## config.mk

```make
export PLATFORM = sky130hd
export DESIGN_NAME = mem_port_arbiter_flat
export DESIGN_NICKNAME = d
export VERILOG_FILES = /design/src/rtl/mem_arb_pkg.sv /design/src/rtl/mem_port_arbiter_if.sv /design/src/rtl/byte_word_sequencer.sv /design/src/rtl/mem_port_arbiter.sv /design/src/flat_wrapper.sv
export SDC_FILE = /design/constraint.sdc
export NUM_CORES = 1
export LEC_CHECK = 0
export BUFFER_PORTS_ARGS = -buffer_cell sky130_fd_sc_hd__buf_2
export CORE_MARGIN = 2
export CORE_UTILIZATION = 47
export DETAILED_ROUTE_END_ITERATION = 8
export PLACE_DENSITY = 0.76
export SLEW_MARGIN = 20
export SYNTH_ARGS = -nofsm -noshare
export SYNTH_HDL_FRONTEND = slang
export SYNTH_HIERARCHICAL = 1
export SYNTH_SLANG_ARGS = --single-unit
```

## constraint.sdc

```tcl
create_clock -name clk -period 2 [get_ports clk]
set_input_delay 0.1 -clock clk [delete_from_list [all_inputs] [get_ports clk]]
set_output_delay 0.1 -clock clk [all_outputs]
set_load 0.02 [all_outputs]
```

## src/rtl/mem_arb_pkg.sv

```systemverilog
// rtl/mem_arb_pkg.sv - shared types and constants for the memory port arbiter
//   state_t        : arbiter FSM states
//   BYTES_PER_WORD : bytes moved per word transaction
//   DEFAULT_ADDR_W : default byte-address width
package mem_arb_pkg;

    typedef enum logic [1:0] {
        ST_IDLE  = 2'd0,
        ST_FETCH = 2'd1,
        ST_LOAD  = 2'd2,
        ST_STORE = 2'd3
    } state_t;

    localparam int BYTES_PER_WORD = 4;
    localparam int DEFAULT_ADDR_W = 32;

endpackage

```

## src/rtl/mem_port_arbiter_if.sv

```systemverilog
// rtl/mem_port_arbiter_if.sv - byte-wide shared memory bus
//   mem_addr  : byte address
//   mem_re    : read strobe
//   mem_we    : write strobe (never together with mem_re)
//   mem_wdata : write byte
//   mem_rdata : read byte, valid in the same cycle as mem_addr
//   modport master : arbiter side, modport slave : memory side
interface mem_port_arbiter_if #(
    parameter int ADDR_W = 32
) ();
    logic [ADDR_W-1:0] mem_addr;
    logic              mem_re;
    logic              mem_we;
    logic [7:0]        mem_wdata;
    logic [7:0]        mem_rdata;

    modport master (
        output mem_addr, mem_re, mem_we, mem_wdata,
        input  mem_rdata
    );

    modport slave (
        input  mem_addr, mem_re, mem_we, mem_wdata,
        output mem_rdata
    );
endinterface

```

## src/rtl/byte_word_sequencer.sv

```systemverilog
// rtl/byte_word_sequencer.sv - byte index, address increment, lane assembly and write-lane select
//   clk, rst_n : clock, asynchronous active-low reset
//   capture    : latch base address and write word (asserted with a grant)
//   active     : transfer in progress; idx advances each cycle, else held at 0
//   base_in    : byte address to latch
//   wdata_in   : write word to latch
//   rdata      : byte returned by memory this cycle
//   addr       : base + idx, wrapping modulo 2^ADDR_W
//   wbyte      : write byte for the current lane
//   last       : current byte is the final lane of the word
//   word       : assembled word, complete in the cycle where last is high
module byte_word_sequencer
    import mem_arb_pkg::*;
#(
    parameter int ADDR_W = DEFAULT_ADDR_W,
    parameter int BYTES  = BYTES_PER_WORD
) (
    input  logic              clk,
    input  logic              rst_n,
    input  logic              capture,
    input  logic              active,
    input  logic [ADDR_W-1:0] base_in,
    input  logic [31:0]       wdata_in,
    input  logic [7:0]        rdata,
    output logic [ADDR_W-1:0] addr,
    output logic [7:0]        wbyte,
    output logic              last,
    output logic [31:0]       word
);
    localparam logic [1:0] LAST_IDX = 2'(BYTES - 1);

    logic [1:0]        idx;
    logic [ADDR_W-1:0] base;
    logic [31:0]       wdata_q;
    logic [23:0]       asm_q;

    always_ff @(posedge clk or negedge rst_n) begin
        if (!rst_n) begin
            idx     <= 2'd0;
            base    <= '0;
            wdata_q <= 32'd0;
            asm_q   <= 24'd0;
        end else begin
            if (capture) begin
                base    <= base_in;
                wdata_q <= wdata_in;
            end
            if (active) begin
                idx   <= idx + 2'd1;
                // Lower lanes shift in from the top so byte 0 ends up in [7:0]
                asm_q <= {rdata, asm_q[23:8]};
            end else begin
                idx   <= 2'd0;
            end
        end
    end

    assign addr  = base + {{(ADDR_W-2){1'b0}}, idx};
    assign wbyte = wdata_q[{idx, 3'b000} +: 8];
    assign last  = (idx == LAST_IDX);
    // The final byte is taken straight from memory so the word is ready at the last edge
    assign word  = {rdata, asm_q};
endmodule

```

## src/rtl/mem_port_arbiter.sv

```systemverilog
// rtl/mem_port_arbiter.sv - arbitrates fetch and load/store ports onto one byte-wide memory
//   Optional feature macro: ARB_ROUND_ROBIN_EN (round-robin instead of ls-first priority)
//   clk, rst_n                    : clock, asynchronous active-low reset
//   if_req/if_addr/if_flush       : fetch request, address, redirect abort
//   if_gnt/if_done/if_data        : fetch accepted pulse, done pulse, fetched word
//   ls_req/ls_we/ls_addr/ls_wdata : data request, write flag, address, write word
//   ls_gnt/ls_done/ls_rdata       : data accepted pulse, done pulse, load word
//   busy                          : FSM not idle
//   mem                           : shared memory bus (master side)
module mem_port_arbiter
    import mem_arb_pkg::*;
#(
    parameter int ADDR_W = DEFAULT_ADDR_W,
    parameter int BYTES  = BYTES_PER_WORD
) (
    input  logic              clk,
    input  logic              rst_n,
    input  logic              if_req,
    input  logic [ADDR_W-1:0] if_addr,
    input  logic              if_flush,
    output logic              if_gnt,
    output logic              if_done,
    output logic [31:0]       if_data,
    input  logic              ls_req,
    input  logic              ls_we,
    input  logic [ADDR_W-1:0] ls_addr,
    input  logic [31:0]       ls_wdata,
    output logic              ls_gnt,
    output logic              ls_done,
    output logic [31:0]       ls_rdata,
    output logic              busy,
    mem_port_arbiter_if.master mem
);
    state_t            state;
    logic              run_q;
    logic              idle;
    logic              if_ok;
    logic              grant_ls;
    logic              grant_if;
    logic              seq_last;
    logic [31:0]       seq_word;
    logic [7:0]        seq_wbyte;
    logic [ADDR_W-1:0] seq_addr;

    // run_q keeps grants off while reset is asserted without gating
    // combinational logic on the reset net itself
    assign idle  = run_q && (state == ST_IDLE);
    assign if_ok = if_req && !if_flush;

`ifdef ARB_ROUND_ROBIN_EN
    logic last_ls;  // 1: ls port was served most recently

    assign grant_ls = idle && ls_req && (!if_ok || !last_ls);
`else
    assign grant_ls = idle && ls_req;
`endif
    assign grant_if = idle && if_ok && !grant_ls;

    assign if_gnt = grant_if;
    assign ls_gnt = grant_ls;
    assign busy   = (state != ST_IDLE);

    byte_word_sequencer #(
        .ADDR_W (ADDR_W),
        .BYTES  (BYTES)
    ) u_seq (
        .clk      (clk),
        .rst_n    (rst_n),
        .capture  (grant_ls || grant_if),
        .active   (state != ST_IDLE),
        .base_in  (grant_ls ? ls_addr : if_addr),
        .wdata_in (ls_wdata),
        .rdata    (mem.mem_rdata),
        .addr     (seq_addr),
        .wbyte    (seq_wbyte),
        .last     (seq_last),
        .word     (seq_word)
    );

    assign mem.mem_addr  = seq_addr;
    assign mem.mem_re    = (state == ST_FETCH) || (state == ST_LOAD);
    assign mem.mem_we    = (state == ST_STORE);
    assign mem.mem_wdata = (state == ST_STORE) ? seq_wbyte : 8'd0;

    always_ff @(posedge clk or negedge rst_n) begin
        if (!rst_n) begin
            state    <= ST_IDLE;
            run_q    <= 1'b0;
            if_done  <= 1'b0;
            ls_done  <= 1'b0;
            if_data  <= 32'd0;
            ls_rdata <= 32'd0;
`ifdef ARB_ROUND_ROBIN_EN
            last_ls  <= 1'b0;
`endif
        end else begin
            run_q   <= 1'b1;
            if_done <= 1'b0;
            ls_done <= 1'b0;
            case (state)
                ST_IDLE: begin
                    if (grant_ls) begin
                        state <= ls_we ? ST_STORE : ST_LOAD;
                    end else if (grant_if) begin
                        state <= ST_FETCH;
                    end
                end
                ST_FETCH: begin
                    // A redirect kills the fetch outright; if_data keeps its old word
                    if (if_flush) begin
                        state <= ST_IDLE;
                    end else if (seq_last) begin
                        state   <= ST_IDLE;
                        if_done <= 1'b1;
                        if_data <= seq_word;
                    end
                end
                ST_LOAD: begin
                    if (seq_last) begin
                        state    <= ST_IDLE;
                        ls_done  <= 1'b1;
                        ls_rdata <= seq_word;
                    end
                end
                ST_STORE: begin
                    if (seq_last) begin
                        state   <= ST_IDLE;
                        ls_done <= 1'b1;
                    end
                end
                default: state <= ST_IDLE;
            endcase
`ifdef ARB_ROUND_ROBIN_EN
            if (grant_ls) begin
                last_ls <= 1'b1;
            end else if (grant_if) begin
                last_ls <= 1'b0;
            end
`endif
        end
    end
endmodule

```

## src/flat_wrapper.sv

```systemverilog
// flat-port wrapper written by rule: the top's interface ports become plain ports
module mem_port_arbiter_flat import mem_arb_pkg::*;
#(
    parameter int ADDR_W = DEFAULT_ADDR_W,
    parameter int BYTES  = BYTES_PER_WORD
)
  (clk, rst_n, if_req, if_addr, if_flush, if_gnt, if_done, if_data, ls_req, ls_we, ls_addr, ls_wdata, ls_gnt, ls_done, ls_rdata, busy, mem_mem_addr, mem_mem_re, mem_mem_we, mem_mem_wdata, mem_mem_rdata);
  mem_port_arbiter_if #(.ADDR_W(ADDR_W)) mem_i ();
  input  logic clk;
  input  logic rst_n;
  input  logic if_req;
  input  logic [ADDR_W-1:0] if_addr;
  input  logic if_flush;
  output logic if_gnt;
  output logic if_done;
  output logic [31:0] if_data;
  input  logic ls_req;
  input  logic ls_we;
  input  logic [ADDR_W-1:0] ls_addr;
  input  logic [31:0] ls_wdata;
  output logic ls_gnt;
  output logic ls_done;
  output logic [31:0] ls_rdata;
  output logic busy;
  output wire logic [$bits(mem_i.mem_addr)-1:0] mem_mem_addr;
  output wire logic [$bits(mem_i.mem_re)-1:0] mem_mem_re;
  output wire logic [$bits(mem_i.mem_we)-1:0] mem_mem_we;
  output wire logic [$bits(mem_i.mem_wdata)-1:0] mem_mem_wdata;
  input wire logic [$bits(mem_i.mem_rdata)-1:0] mem_mem_rdata;
  assign mem_mem_addr = mem_i.mem_addr;
  assign mem_mem_re = mem_i.mem_re;
  assign mem_mem_we = mem_i.mem_we;
  assign mem_mem_wdata = mem_i.mem_wdata;
  assign mem_i.mem_rdata = mem_mem_rdata;
  mem_port_arbiter #(.ADDR_W(ADDR_W), .BYTES(BYTES)) u_core (.clk(clk), .rst_n(rst_n), .if_req(if_req), .if_addr(if_addr), .if_flush(if_flush), .if_gnt(if_gnt), .if_done(if_done), .if_data(if_data), .ls_req(ls_req), .ls_we(ls_we), .ls_addr(ls_addr), .ls_wdata(ls_wdata), .ls_gnt(ls_gnt), .ls_done(ls_done), .ls_rdata(ls_rdata), .busy(busy), .mem(mem_i));
endmodule
```

==> results.toml <==
[power]
p_int_mw = 10.0
p_per_area_nw_per_um2 = 1570
p_leak_nw = 5.09
comb_power_share_pct = 43.7
clkPwrFrac_pct = 19.5
ir_drop_v = 0.00105
swShare_pct = 37.7
seqPwrFrac_pct = 36.8
switchingPower_mw = 6.09

[routing]
first_iter_violations = 200
drtPass1Iterations = 4
postRouteAntennaNets = 0
routed_wl_um = 19200
via_count = 5319
via_per_inst = 5.15
wl_per_cell_um = 18.6
route.detailed.drc = 0

[global_route]
grt_pass1_vias = 5614
grt_max_degree = 59
grtUsageTotal_pct = 22.2
grt_first_pass_wirelength_um = 28800
grt_overflow = 0
antenna_found_initial = 1

[setup_path]
cp_slowest_stage_delay_ns = 0.38
ff2ff_setup_slack_ns = 0.14
cp_top_family = "adder cells"
cp_max_fo = 12
cp.required_ns = 1.90
worstSetupStartpoint = "u_core/u_seq/idx[0]$_DFF_PN0_"
worst-path-buf-inv = 3
setup.worst_path.start_class = "register"
worst_setup_path_end_kind = "output port"
endpoint = "mem_mem_addr[28]"
rr_worst_depth = 6
critPathSlowestCell = "fa_2"
path_class = "register to output port"
cp.depth = 9
cp.arrival_ns = 2.46
timing.rr.end = "u_core/u_seq/wdata_q[18]$_DFFE_PN0P_"
path_cells = "ha_2, inv_2, fa_2, nand3b_1, nor3_2, buf_6, nand4_1, xnor2_2, buf_4"
regToRegStartpoint = "u_core/state[0]$_DFFE_PN0P_"

[floorplanning]
core_um2 = 15800
die_h_um = 131
boundaryPins = 221
row_count = 46
die_area_um2 = 17100
die_w_um = 131
initial_core_util_pct = 47.8

[cts]
clock_latency_ns = 0.42
cts.sinks = 159
cts.clk_slew.worst_paths_ns = 0.06
ctsRootBufferMaster = "clkbuf_16"
cts_tree = "built"
cts_max_path_buffers = 2
cts-htree-levels = 4
cts_buffers = 17

[yosys]
synth.avg_cell_area_um2 = 14.3
yosys.area.top_type = "dfrtp_1"
syn_area_um2 = 7540
synth_cell_type_count = 45
yosysSeqAreaShare_pct = 52.8
yosys.area.top_type_share_pct = 52.8
synthFlopType = "dfrtp_1"
synthCells = 526
synth_nets = 645
ys_seq_elements = 159
ys_top_cells_by_area = "dfrtp_1 53%, mux2_2 22%, mux2_4 5.8%"
synth_warnings = 6
synth_edf_count = 0
synthArstFlopShare_pct = 100

[sta]
drv_slew = 0
relSlewSlack_pct = 63.4
period_share_pct = 128
skew_ns = 0.00794
min_period_ns = 2.56
finalWorstSetupSlack_ns = -0.559
setup_violations = 29
hold_viol_final = 0
worst_pin_slew_ns = 0.549
fin_tns_setup_ns = -9.52
clock.fmax_mhz = 391
rsz0062_at_grt = "yes"
holdWs_ns = 0.0259

[layout]
drive_gt1_share_pct = 61.8
finalNetCount = 922
fill_cells = 1149
areaGrowthSynthToFinish_pct = 36.5
fin_cells = 1033
final_area_um2 = 10300

[worst_hold_path]
worstHoldPathType = "input pin to register"
min_from = "ls_addr[22]"

[placed_design]
portBuffers = 220
placed_area_um2 = 9060
pre_cts_slack_ns = -0.105
dp.final_hpwl_um = 13300
placed_cells = 954
place_congestion = 0.818

[outcome]
violations = "negative setup slack"
status = "complete, but fails checks"

[job]
maxCapViolations = 0
[cells in the mapped netlist (2+ instances only)]
master and count:
xor2_1 5, nor3_2 2, nand2_1 16, xnor2_1 25, ha_1 8, dfrtp_1 159, nand3_4 2, mux2_2 150
nor3_1 5, o21ai_0 5, nand4b_1 2, and2_1 10, mux4_2 8, nor2_1 7, nand4_1 11, and3_1 3
mux2_4 29, o21a_1 2, clkbuf_1 4, nand3_1 10, buf_6 6, buf_2 12, buf_4 9, inv_1 15
[power groups by stage]
stage                     sequential, mW  clock, mW  combinational (mW)
after floorplan                     6.26          0                3.94
after global placement              5.80          0                6.34
after detailed placement            5.93          0                6.54
after CTS                           5.90       3.20                6.99
after global routing                6.14       3.37                7.49
final                               5.94       3.15                7.05
[sequential cells by signal, summed over array words and instances, names as in the netlist]
register and count:
u_core/u_seq/idx 2, u_core/u_seq/wdata_q 32, u_core/ls_done 1, u_core/run_q 1
u_core/u_seq/asm_q 24, u_core/u_seq/base 32, u_core/state 2, u_core/ls_rdata 32
u_core/if_data 32, u_core/if_done 1
[logic make-up after synthesis]
kind of cell | synth area share (%)
adders and majority gates | 1.59
AOI/OAI and AO/OA | 1.23
DFF | 52.8
xor gates and xnor gates | 3.48
buffers and inverters | 3.53
and+or+nand+nor | 6.77
other | 0.0497
muxes | 30.6
[per-stage QoR]
step	utilization, %	power, mW
after global routing	65.3	17.0
after detailed placement	57.5	12.5
final	65.3	16.1
after floorplan	-	10.2
after CTS	64.9	16.1
after global placement	57.5	12.1
[how the worst min path moves through the flow]
| stage | to | slack (ns) | cells after the start |
|---|---|---|---|
| after floorplan | u_core/if_data[0]$_DFFE_PN0P_ | -0.20 | 0 |
| after global placement | u_core/u_seq/base[2]$_DFFE_PN0P_ | 0.08 | 1 |
| after detailed placement | u_core/u_seq/wdata_q[10]$_DFFE_PN0P_ | 0.1 | 1 |
| after CTS | u_core/u_seq/base[27]$_DFFE_PN0P_ | 0.005 | 4 |
| after global routing | u_core/u_seq/base[27]$_DFFE_PN0P_ | 0.02 | 4 |
| final | u_core/u_seq/base[22]$_DFFE_PN0P_ | 0.03 | 4 |
[layout by cell type (no fill, tap or decap), types with 3 or more instances in the layout]
cell type / instances
buf_12: 8
o21ai_0: 5
nand4_1: 11
and3_1: 3
mux2_4: 29
nand3_1: 8
clkinvlp_4: 3
xor2_1: 5
buf_4: 43
buf_6: 7
xnor2_1: 13
inv_1: 14
nand3_2: 3
clkinv_4: 4
dlygate4sd3_1: 41
nor2_1: 5
xnor2_2: 12
and2_1: 10
mux4_2: 8
nand2_1: 15
buf_2: 190
mux2_2: 150
clkbuf_16: 17
dfrtp_1: 159
ha_1: 5
nor3_1: 4
[layer usage]
layer / wire length, um / GRT usage, %
met1: 7490 / 25.7
met2: 9780 / 39.2
met3: 1450 / 6.76
met4: 477 / 8.14
met5: 0 / 0
[worst register-to-register path: stages, from the launching register on]
cell	delay, ns
dfrtp_1	0.43
inv_1	0.16
ha_4	0.20
nand2_1	0.11
a21oi_4	0.20
buf_12	0.23
mux2_2	0.41
[area by class of cell]
cell class | instances | area, um^2 | share of cell area, %
antenna | 1 | 2.50 | 0.0243
clock inverter | 13 | 133 | 1.29
timing repair buffer | 289 | 1920 | 18.7
clock buffer | 19 | 443 | 4.30
inverter | 15 | 56.3 | 0.547
tap | 216 | 270 | 2.63
multi-input combinational | 321 | 3490 | 33.9
sequential | 159 | 3980 | 38.7
[repair_timing]
action / CTS / global route
pin swaps: 8 / 8
hold buffers: 41 / 0
endpoints found under the hold margin: 109 / 0
endpoints found under the setup margin: 31 / 39
resized for setup: 45 / 10
setup buffers: 5 / 4
Note: power is estimated with default switching activity, not from simulation.
